===== config.mk =====
export PLATFORM = sky130hd
export DESIGN_NAME = csi2_pkt_scheduler
export DESIGN_NICKNAME = d
export VERILOG_FILES = /design/src/rtl/csi2_pkt_scheduler.sv
export SDC_FILE = /design/constraint.sdc
export NUM_CORES = 1
export LEC_CHECK = 0
export CAP_MARGIN = 20
export CORE_MARGIN = 5
export CORE_UTILIZATION = 40
export DETAILED_ROUTE_END_ITERATION = 8
export PLACE_DENSITY = 0.64
export SLEW_MARGIN = 20
export SYNTH_ARGS = -nofsm -noshare
export SYNTH_HDL_FRONTEND = slang
export SYNTH_SLANG_ARGS = --single-unit
export TNS_END_PERCENT = 5

===== constraint.sdc =====
create_clock -name byteclk -period 5 [get_ports byteclk]
set_clock_uncertainty 0.05 [all_clocks]
set_input_delay 1 -clock byteclk [delete_from_list [all_inputs] [get_ports byteclk]]
set_output_delay 1 -clock byteclk [all_outputs]
set_load 0.1 [all_outputs]

===== src/rtl/csi2_pkt_scheduler.sv =====
// CSI-2 packet scheduler: arbitrates short/long packet requests, drives the D-PHY
// HS request handshake and emits header+ECC, payload and CRC-16 as a byte stream.
module csi2_pkt_scheduler #(
    parameter logic [1:0] VC       = 2'd0,
    parameter logic [7:0] ERR_FILL = 8'h00
) (
    input  logic        byteclk,
    input  logic        max10_resetn,
    input  logic        sp_req,
    input  logic [5:0]  sp_dt,
    input  logic [15:0] sp_data,
    output logic        sp_ack,
    input  logic        lp_req,
    input  logic [5:0]  lp_dt,
    input  logic [15:0] lp_wc,
    output logic        lp_ack,
    input  logic [7:0]  pl_data,
    input  logic        pl_valid,
    output logic        pl_rd,
    output logic        phy_hs_req,
    input  logic        phy_hs_rdy,
    input  logic        phy_idle,
    output logic [7:0]  phy_data,
    output logic        phy_valid,
    output logic        busy,
    output logic        err_underrun,
    input  logic        err_clr
);

    typedef enum logic [2:0] {
        IDLE,
        WAIT_RDY,
        HDR,
        PAYLOAD,
        CRC,
        WAIT_IDLE
    } state_t;

    state_t      state;
    logic [1:0]  idx;
    logic        is_long;
    logic [5:0]  dt_q;
    logic [15:0] wc_q;
    logic [15:0] cnt;
    logic [15:0] crc;
    logic        sot_seen;
    logic        load_pl;
    logic [7:0]  pl_byte;

    function automatic logic [7:0] hdr_ecc(input logic [23:0] d);
        logic [5:0] p;
        p[0] = d[0] ^ d[1] ^ d[2] ^ d[4] ^ d[5] ^ d[7] ^ d[10] ^ d[11] ^ d[13] ^ d[16]
             ^ d[20] ^ d[21] ^ d[22] ^ d[23];
        p[1] = d[0] ^ d[1] ^ d[3] ^ d[4] ^ d[6] ^ d[8] ^ d[10] ^ d[12] ^ d[14] ^ d[17]
             ^ d[20] ^ d[21] ^ d[22] ^ d[23];
        p[2] = d[0] ^ d[2] ^ d[3] ^ d[5] ^ d[6] ^ d[9] ^ d[11] ^ d[12] ^ d[15] ^ d[18]
             ^ d[20] ^ d[21] ^ d[22];
        p[3] = d[1] ^ d[2] ^ d[3] ^ d[7] ^ d[8] ^ d[9] ^ d[13] ^ d[14] ^ d[15] ^ d[19]
             ^ d[20] ^ d[21] ^ d[23];
        p[4] = d[4] ^ d[5] ^ d[6] ^ d[7] ^ d[8] ^ d[9] ^ d[16] ^ d[17] ^ d[18] ^ d[19]
             ^ d[20] ^ d[22] ^ d[23];
        p[5] = d[10] ^ d[11] ^ d[12] ^ d[13] ^ d[14] ^ d[15] ^ d[16] ^ d[17] ^ d[18]
             ^ d[19] ^ d[21] ^ d[22] ^ d[23];
        return {2'b00, p};
    endfunction

    // Byte-parallel form of the reflected 0x8408 CRC (LSB-first, one byte per call).
    function automatic logic [15:0] crc_upd(input logic [15:0] c, input logic [7:0] b);
        logic [7:0] x;
        x = b ^ c[7:0];
        x = x ^ {x[3:0], 4'h0};
        return {x, c[15:8]} ^ {12'h000, x[7:4]} ^ {5'b00000, x, 3'b000};
    endfunction

    // Payload bytes are loaded on the same edge that leaves the previous byte on the bus.
    assign load_pl = ((state == HDR) && (idx == 2'd3) && is_long && (wc_q != 16'd0))
                  || ((state == PAYLOAD) && (cnt != wc_q - 16'd1));
    assign pl_byte = pl_valid ? pl_data : ERR_FILL;
    assign pl_rd   = load_pl & pl_valid;
    assign busy    = (state != IDLE);

    always_ff @(posedge byteclk or negedge max10_resetn) begin
        if (!max10_resetn) begin
            state        <= IDLE;
            idx          <= '0;
            is_long      <= 1'b0;
            dt_q         <= '0;
            wc_q         <= '0;
            cnt          <= '0;
            crc          <= '1;
            sot_seen     <= 1'b0;
            sp_ack       <= 1'b0;
            lp_ack       <= 1'b0;
            phy_hs_req   <= 1'b0;
            phy_valid    <= 1'b0;
            phy_data     <= '0;
            err_underrun <= 1'b0;
        end else begin
            sp_ack <= 1'b0;
            lp_ack <= 1'b0;

            if (load_pl && !pl_valid)
                err_underrun <= 1'b1;
            else if (err_clr)
                err_underrun <= 1'b0;

            if (load_pl) begin
                phy_data <= pl_byte;
                crc      <= crc_upd(crc, pl_byte);
            end

            if (state != IDLE && (!phy_idle || phy_hs_rdy))
                sot_seen <= 1'b1;

            case (state)
                IDLE: begin
                    if (phy_idle && sp_req) begin
                        sp_ack     <= 1'b1;
                        dt_q       <= sp_dt;
                        wc_q       <= sp_data;
                        is_long    <= 1'b0;
                        sot_seen   <= 1'b0;
                        phy_hs_req <= 1'b1;
                        state      <= WAIT_RDY;
                    end else if (phy_idle && lp_req) begin
                        lp_ack     <= 1'b1;
                        dt_q       <= lp_dt;
                        wc_q       <= lp_wc;
                        is_long    <= 1'b1;
                        sot_seen   <= 1'b0;
                        phy_hs_req <= 1'b1;
                        state      <= WAIT_RDY;
                    end
                end
                WAIT_RDY: begin
                    if (phy_hs_rdy) begin
                        phy_data  <= {VC, dt_q};
                        phy_valid <= 1'b1;
                        idx       <= '0;
                        state     <= HDR;
                    end
                end
                HDR: begin
                    case (idx)
                        2'd0: phy_data <= wc_q[7:0];
                        2'd1: phy_data <= wc_q[15:8];
                        2'd2: phy_data <= hdr_ecc({wc_q, VC, dt_q});
                        default: ;
                    endcase
                    idx <= idx + 2'd1;
                    if (idx == 2'd3) begin
                        if (!is_long) begin
                            phy_valid  <= 1'b0;
                            phy_hs_req <= 1'b0;
                            state      <= WAIT_IDLE;
                        end else if (wc_q == 16'd0) begin
                            phy_data <= crc[7:0];
                            idx      <= '0;
                            state    <= CRC;
                        end else begin
                            cnt   <= '0;
                            state <= PAYLOAD;
                        end
                    end
                end
                PAYLOAD: begin
                    if (cnt == wc_q - 16'd1) begin
                        phy_data <= crc[7:0];
                        idx      <= '0;
                        state    <= CRC;
                    end else begin
                        cnt <= cnt + 16'd1;
                    end
                end
                CRC: begin
                    if (idx == 2'd0) begin
                        phy_data <= crc[15:8];
                        idx      <= 2'd1;
                    end else begin
                        phy_valid  <= 1'b0;
                        phy_hs_req <= 1'b0;
                        crc        <= '1;
                        state      <= WAIT_IDLE;
                    end
                end
                WAIT_IDLE: begin
                    // LP-11 must have been left (SoT) before its return counts as end of burst.
                    if (sot_seen && phy_idle)
                        state <= IDLE;
                end
                default: state <= IDLE;
            endcase
        end
    end

endmodule


# Word level (Yosys, flattened, before mapping)
# Cells that the tools add are included.
[word_totals] register_bits=74 out_inout_bits=15 in_bits=60 word_cells=199
[classes] addsub=3 mux=59 n_eq_ne=21 reduce_logical=30 bitwise_logic=72
[op_table] operator="2-to-1 mux 16 bit" n=9
[op_table] operator="bitwise XOR 1 bit" n=67
[op_table] operator="2-to-1 mux 8 bit" n=8
[op_table] operator="case mux 16 bit (2 select lines)" n=1
[op_table] operator="case mux 8 bit (4 select lines)" n=1
[op_table] operator="2-to-1 mux 3 bit" n=9
[op_table] operator="case mux 8 bit (3 select lines)" n=1
[op_table] operator="2-to-1 mux 1 bit" n=18
[op_table] operator="case mux 3 bit (6 select lines)" n=1
[op_table] operator="adder 16 x 1 -> 16 bit (second input constant)" n=1
[op_table] operator="== test 16 bit" n=1
[op_table] operator="logical NOT 16 bit" n=1
[op_table] operator="!= test 16 bit" n=1
[op_table] operator="!= test 2 bit (second input constant)" n=8
[op_table] operator="nonzero test 16 bit" n=1
[op_table] operator="subtractor 16 x 1 -> 16 bit (second input constant)" n=1
[op_table] operator="bitwise XOR 16 x 11 -> 16 bit" n=1
[op_table] operator="bitwise XOR 16 x 4 -> 16 bit" n=1
[op_table] operator="bitwise XOR 8 bit" n=2
[op_table] operator="AND reduction 5 bit" n=3
[op_table] operator="2-to-1 mux 2 bit" n=6
[op_table] operator="2-to-1 mux 6 bit" n=2
[op_table] operator="logical AND 1 bit" n=9
[op_table] operator="nonzero test 3 bit" n=3
[op_table] operator="other kinds (20)" n=29

# Depth between registers and ports, before layout
[logic_depth] word_depth=17 depth_mapped=14 ltp_nobuf=11

# Least setup slack after synthesis
# OpenSTA, ideal clock, no wires.
[synth_path] kind="register to output" startpoint="reg wc_q[2]" endpoint="out pl_rd" arrival_ps=3202 path_stages_with_launch=14 path_slack_ps=748 path_buffers=3 required_ps=3950 cell_sequence="dfrtp_1 -> clkbuf_1 -> inv_1 -> ha_1 -> nor2b_1 -> nor4b_1 -> a2111oi_0 -> o21bai_1 -> a22oi_1 -> a21boi_2 -> or2_1 -> clkbuf_1 -> clkbuf_1 -> and2_1"
[synth_between] elab_chain_cells=5 word_cells_on_any_way=7 classes_between="add/sub (1); eq/ne (1); bitwise (1); reduce/logical (4)"
[synth_rtl] item="start, declared" line="43" text="logic [15:0] wc_q;"
[synth_rtl] item="start signal, assigned" line="120" text="wc_q <= sp_data;"
[synth_rtl] item="start signal, assigned" line="128" text="wc_q <= lp_wc;"
[synth_rtl] item="subtractor 16 x 1 -> 16 bit" line="77" text="|| ((state == PAYLOAD) && (cnt != wc_q - 16'd1));"
[synth_rtl] item="!= test 16 bit" line="77"
[synth_rtl] item="logical AND 1 bit" line="77"
[synth_rtl] item="logical OR 1 bit (*)" line="77"
[synth_rtl] item="bitwise AND 1 bit (*)" line="79" text="assign pl_rd = load_pl & pl_valid;"
[synth_rtl] item="end, declared" line="19" text="output logic pl_rd,"
# Every way passes the cells marked *; elsewhere a longest branch is shown, timed or not.

# Worst setup path after layout
[layout_path] startpoint="reg wc_q[3]" endpoint="out pl_rd"
# Same word-level chain as after synthesis.

==> results.sh <==
export IMPL_status="finished clean"
export IMPL_synth_top_area_share_pct=26.4
export IMPL_slowest_stage="o41ai_2"
export IMPL_yosysMostFrequentCell="nand2_1"
export IMPL_via_per_inst=5.66
export IMPL_crit_required_ns=3.95
export IMPL_cellPowerDensity_mw_per_mm2=743
export IMPL_antenna_found_initial=0
export IMPL_power_frac_comb_pct=61.5
export IMPL_cts_root_buf="clkbuf_16"
export IMPL_dp_cells=852
export IMPL_timing_rr_end="phy_data[7]$_DFF_PN0_"
export IMPL_power_share_clock_pct=13.4
export IMPL_path_buf_inv=3
export IMPL_whs_ns=0.456
export IMPL_synth_area_per_cell_sq_um=8.56
export IMPL_hold_viol=0
export IMPL_drive_gt1_share_pct=8.96
export IMPL_max_vdd_ir_drop_mv=0.435
export IMPL_dieArea_sq_mm=0.0162
export IMPL_slowest_delay_ns=0.67
export IMPL_cts_resized=0
export IMPL_numPortBuffers=74
export IMPL_crit_path_start="wc_q[3]$_DFFE_PN0P_"
export IMPL_maxSlewViolCount=0
export IMPL_p_int_uw=2510
export IMPL_dp_hpwl_mm=12.0
export IMPL_synth_edf_count=0
export IMPL_synthFlopType="dfrtp_1"
export IMPL_start_util_pct=41.2
export IMPL_synth_largest_area_cell="dfrtp_1"
export IMPL_die_w_microns=127
export IMPL_rsz0062_at_grt="false"
export IMPL_gp_congestion=0.895
export IMPL_netSwitchingPower_uw=2400
export IMPL_post_cts_buffers=0
export IMPL_worst_pin_slew_ns=0.983
export IMPL_path_delay_family="simple AND/OR/NAND/NOR gates"
export IMPL_endpoint_kind="output pin"
export IMPL_critPathCapture="pl_rd"
export IMPL_synth_yosys_warnings=0
export IMPL_yosys_cell_types_count=62
export IMPL_clkSinkCount=74
export IMPL_finalCritPeriodShare_pct=86.9
export IMPL_grt_ovfl_total=0
export IMPL_rows=42
export IMPL_grt_total_usage_pct=20.7
export IMPL_cp_start_kind="flop"
export IMPL_ys_ff_latch=74
export IMPL_rr_worst_depth=12
export IMPL_drc_errors=0
export IMPL_drtIter0Drc=331
export IMPL_fin_cells=868
export IMPL_via_count=4910
export IMPL_synthTopCellsByCount="60 x nand2_1, 59 x xnor2_1, 58 x dfrtp_1"
export IMPL_crit_type="reg2out"
export IMPL_fmax_mhz=230
export IMPL_critPathMaxFanout=41
export IMPL_clk_latency_ns=0.34
export IMPL_diodes=0
export IMPL_swShare_pct=48.9
export IMPL_cts_clk_slew_worst_paths_ns=0.06
export IMPL_dr_pass1_iters=4
export IMPL_cts_hold_buf=0
export IMPL_hold_class="reg2reg"
export IMPL_routedWlPerCell_microns=18.8
export IMPL_grt_pass1_wl_mm=26.5
export IMPL_netlist_area_sq_mm=0.00550
export IMPL_crit_path_cell_trace="inv_1, ha_1, or4bb_1, o41ai_2, nor2_2, buf_4, or2_1, and2_1, buf_12"
export IMPL_seq_power_share_pct=25.1
export IMPL_setup_violations=0
export IMPL_area_delta_synth_final_pct=20.5
export IMPL_nets=757
export IMPL_grt_max_degree=75
export IMPL_num_io_pins=75
export IMPL_fill_cells=1303
export IMPL_die_h_microns=127
export IMPL_power_leakage_uw=0.00276
export IMPL_maxCapViolations=0
export IMPL_ant_nets=0
export IMPL_setup_tns_ns=0
export IMPL_cp_data_arrival_time_ns=3.30
export IMPL_syn_nets=712
export IMPL_cts_tree="yes"
export IMPL_cp_num_cells=9
export IMPL_relSlewSlack_pct=34.3
export IMPL_ff2ff_setup_slack_ns=1.37
export IMPL_yosys_top_cells_area="dfrtp_1 26%, xnor2_1 9.4%, dfstp_2 7.7%"
export IMPL_grt_pass1_vias=4919
export IMPL_synth_cells=642
export IMPL_reg2reg_from="wc_q[0]$_DFFE_PN0P_"
export IMPL_core_area_sq_mm=0.0133
export IMPL_cts_max_path_buffers=2
export IMPL_fin_crit_ns=4.35
export IMPL_wirelength_mm=16.3
export IMPL_async_flop_share_pct=100
export IMPL_cts_made_buffers=9
export IMPL_seq_area_frac_synth_pct=34.1
export IMPL_cts_htree_levels=3
[layer usage]
layer / share of wire (%) / global-route usage (%)
met2: 50 / 35.1
met5: 0 / 0
met3: 4.0 / 4.26
met4: 2.0 / 6.12
met1: 44 / 26.8
[worst min-delay path by stage]
| stage | cells past startpoint | slack, ns | to | start |
|---|---|---|---|---|
| 3_5_place_dp | 2 | 0.45 | crc[15]$_DFF_PN1_ | crc[15]$_DFF_PN1_ |
| 3_3_place_gp | 2 | 0.44 | phy_valid$_DFFE_PN0P_ | phy_valid$_DFFE_PN0P_ |
| 6_report | 2 | 0.46 | crc[15]$_DFF_PN1_ | crc[15]$_DFF_PN1_ |
| 4_1_cts | 2 | 0.46 | crc[15]$_DFF_PN1_ | crc[15]$_DFF_PN1_ |
| 5_1_grt | 2 | 0.47 | crc[15]$_DFF_PN1_ | crc[15]$_DFF_PN1_ |
| 2_1_floorplan | 2 | 0.43 | crc[15]$_DFF_PN1_ | crc[15]$_DFF_PN1_ |
[worst register-to-register path: stages (launching register included)]
cell,delay (ns)
dfrtp_1,0.49
inv_1,0.14
ha_1,0.25
nor2b_1,0.30
nor4b_1,0.13
a2111oi_0,0.45
o21bai_1,0.12
a22oi_1,0.27
a21boi_2,0.14
buf_4,0.26
nor3_1,0.37
o21ai_0,0.21
a221o_1,0.32
[cells in the final DEF, fill, tap and decap left out, types with 8 or more instances in the layout]
cell type / instances
dfstp_2: 16
nor2b_1: 8
o21ai_0: 57
clkdlybuf4s50_1: 72
ha_1: 10
o22ai_1: 10
mux2i_1: 22
clkbuf_16: 9
a221o_1: 11
xor2_1: 45
xnor2_1: 59
inv_1: 20
nor2_1: 51
nand2b_1: 10
dfrtp_1: 58
a21oi_1: 32
nor3_1: 9
o211ai_1: 12
nand2_1: 60
[stage by stage]
stage | utilization [%] | power [uW] | area (sq um) | setup WS (ns)
6_report | 49.6 | 4920 | 6620 | 0.653
3_5_place_dp | 47.4 | 4240 | 6320 | 1.07
5_1_grt | 49.6 | 5240 | 6620 | 0.483
4_1_cts | 49.6 | 4920 | 6620 | 0.665
3_3_place_gp | 47.4 | 4230 | 6320 | 1.14
2_1_floorplan | - | 3520 | 5500 | 0.748
[area by class of cell]
| type | count | area [sq um] | area share [%] |
|---|---|---|---|
| Clock buffer | 9 | 225 | 3.40 |
| Clock inverter | 7 | 68.8 | 1.04 |
| Inverter | 20 | 75.1 | 1.13 |
| Multi-Input combinational cell | 502 | 3360 | 50.8 |
| Sequential cell | 74 | 1870 | 28.3 |
| Tap cell | 176 | 220 | 3.33 |
| Timing Repair Buffer | 80 | 797 | 12.0 |
[power by group through the flow]
stage	Clock, uW	Combinational, uW	Sequential (uW)
after global routing	699	3270	1270
final	657	3020	1240
after CTS	679	3010	1230
after global placement	0	3000	1230
after detailed placement	0	2990	1250
after floorplan	0	2200	1320
[logic make-up after synthesis]
| kind of cell | Yosys count | synth area share (%) |
|---|---|---|
| adders and majority gates | 10 | 2.28 |
| DFF | 74 | 34.1 |
| xor gates and xnor gates | 104 | 16.6 |
| muxes | 23 | 4.21 |
| buffers and inverters | 66 | 4.78 |
| and+or+nand+nor | 195 | 17.5 |
| AOI/OAI and AO/OA | 170 | 20.6 |
[state kept, by name (all words and copies together), names as in the netlist]
| signal | flops |
|---|---|
| lp_ack | 1 |
| dt_q | 6 |
| sp_ack | 1 |
| phy_data | 8 |
| phy_valid | 1 |
| wc_q | 16 |
| crc | 16 |
| state | 3 |
| err_underrun | 1 |
| cnt | 16 |
| sot_seen | 1 |
| idx | 2 |
| phy_hs_req | 1 |
| is_long | 1 |
Power figures use the tool's default switching activity.
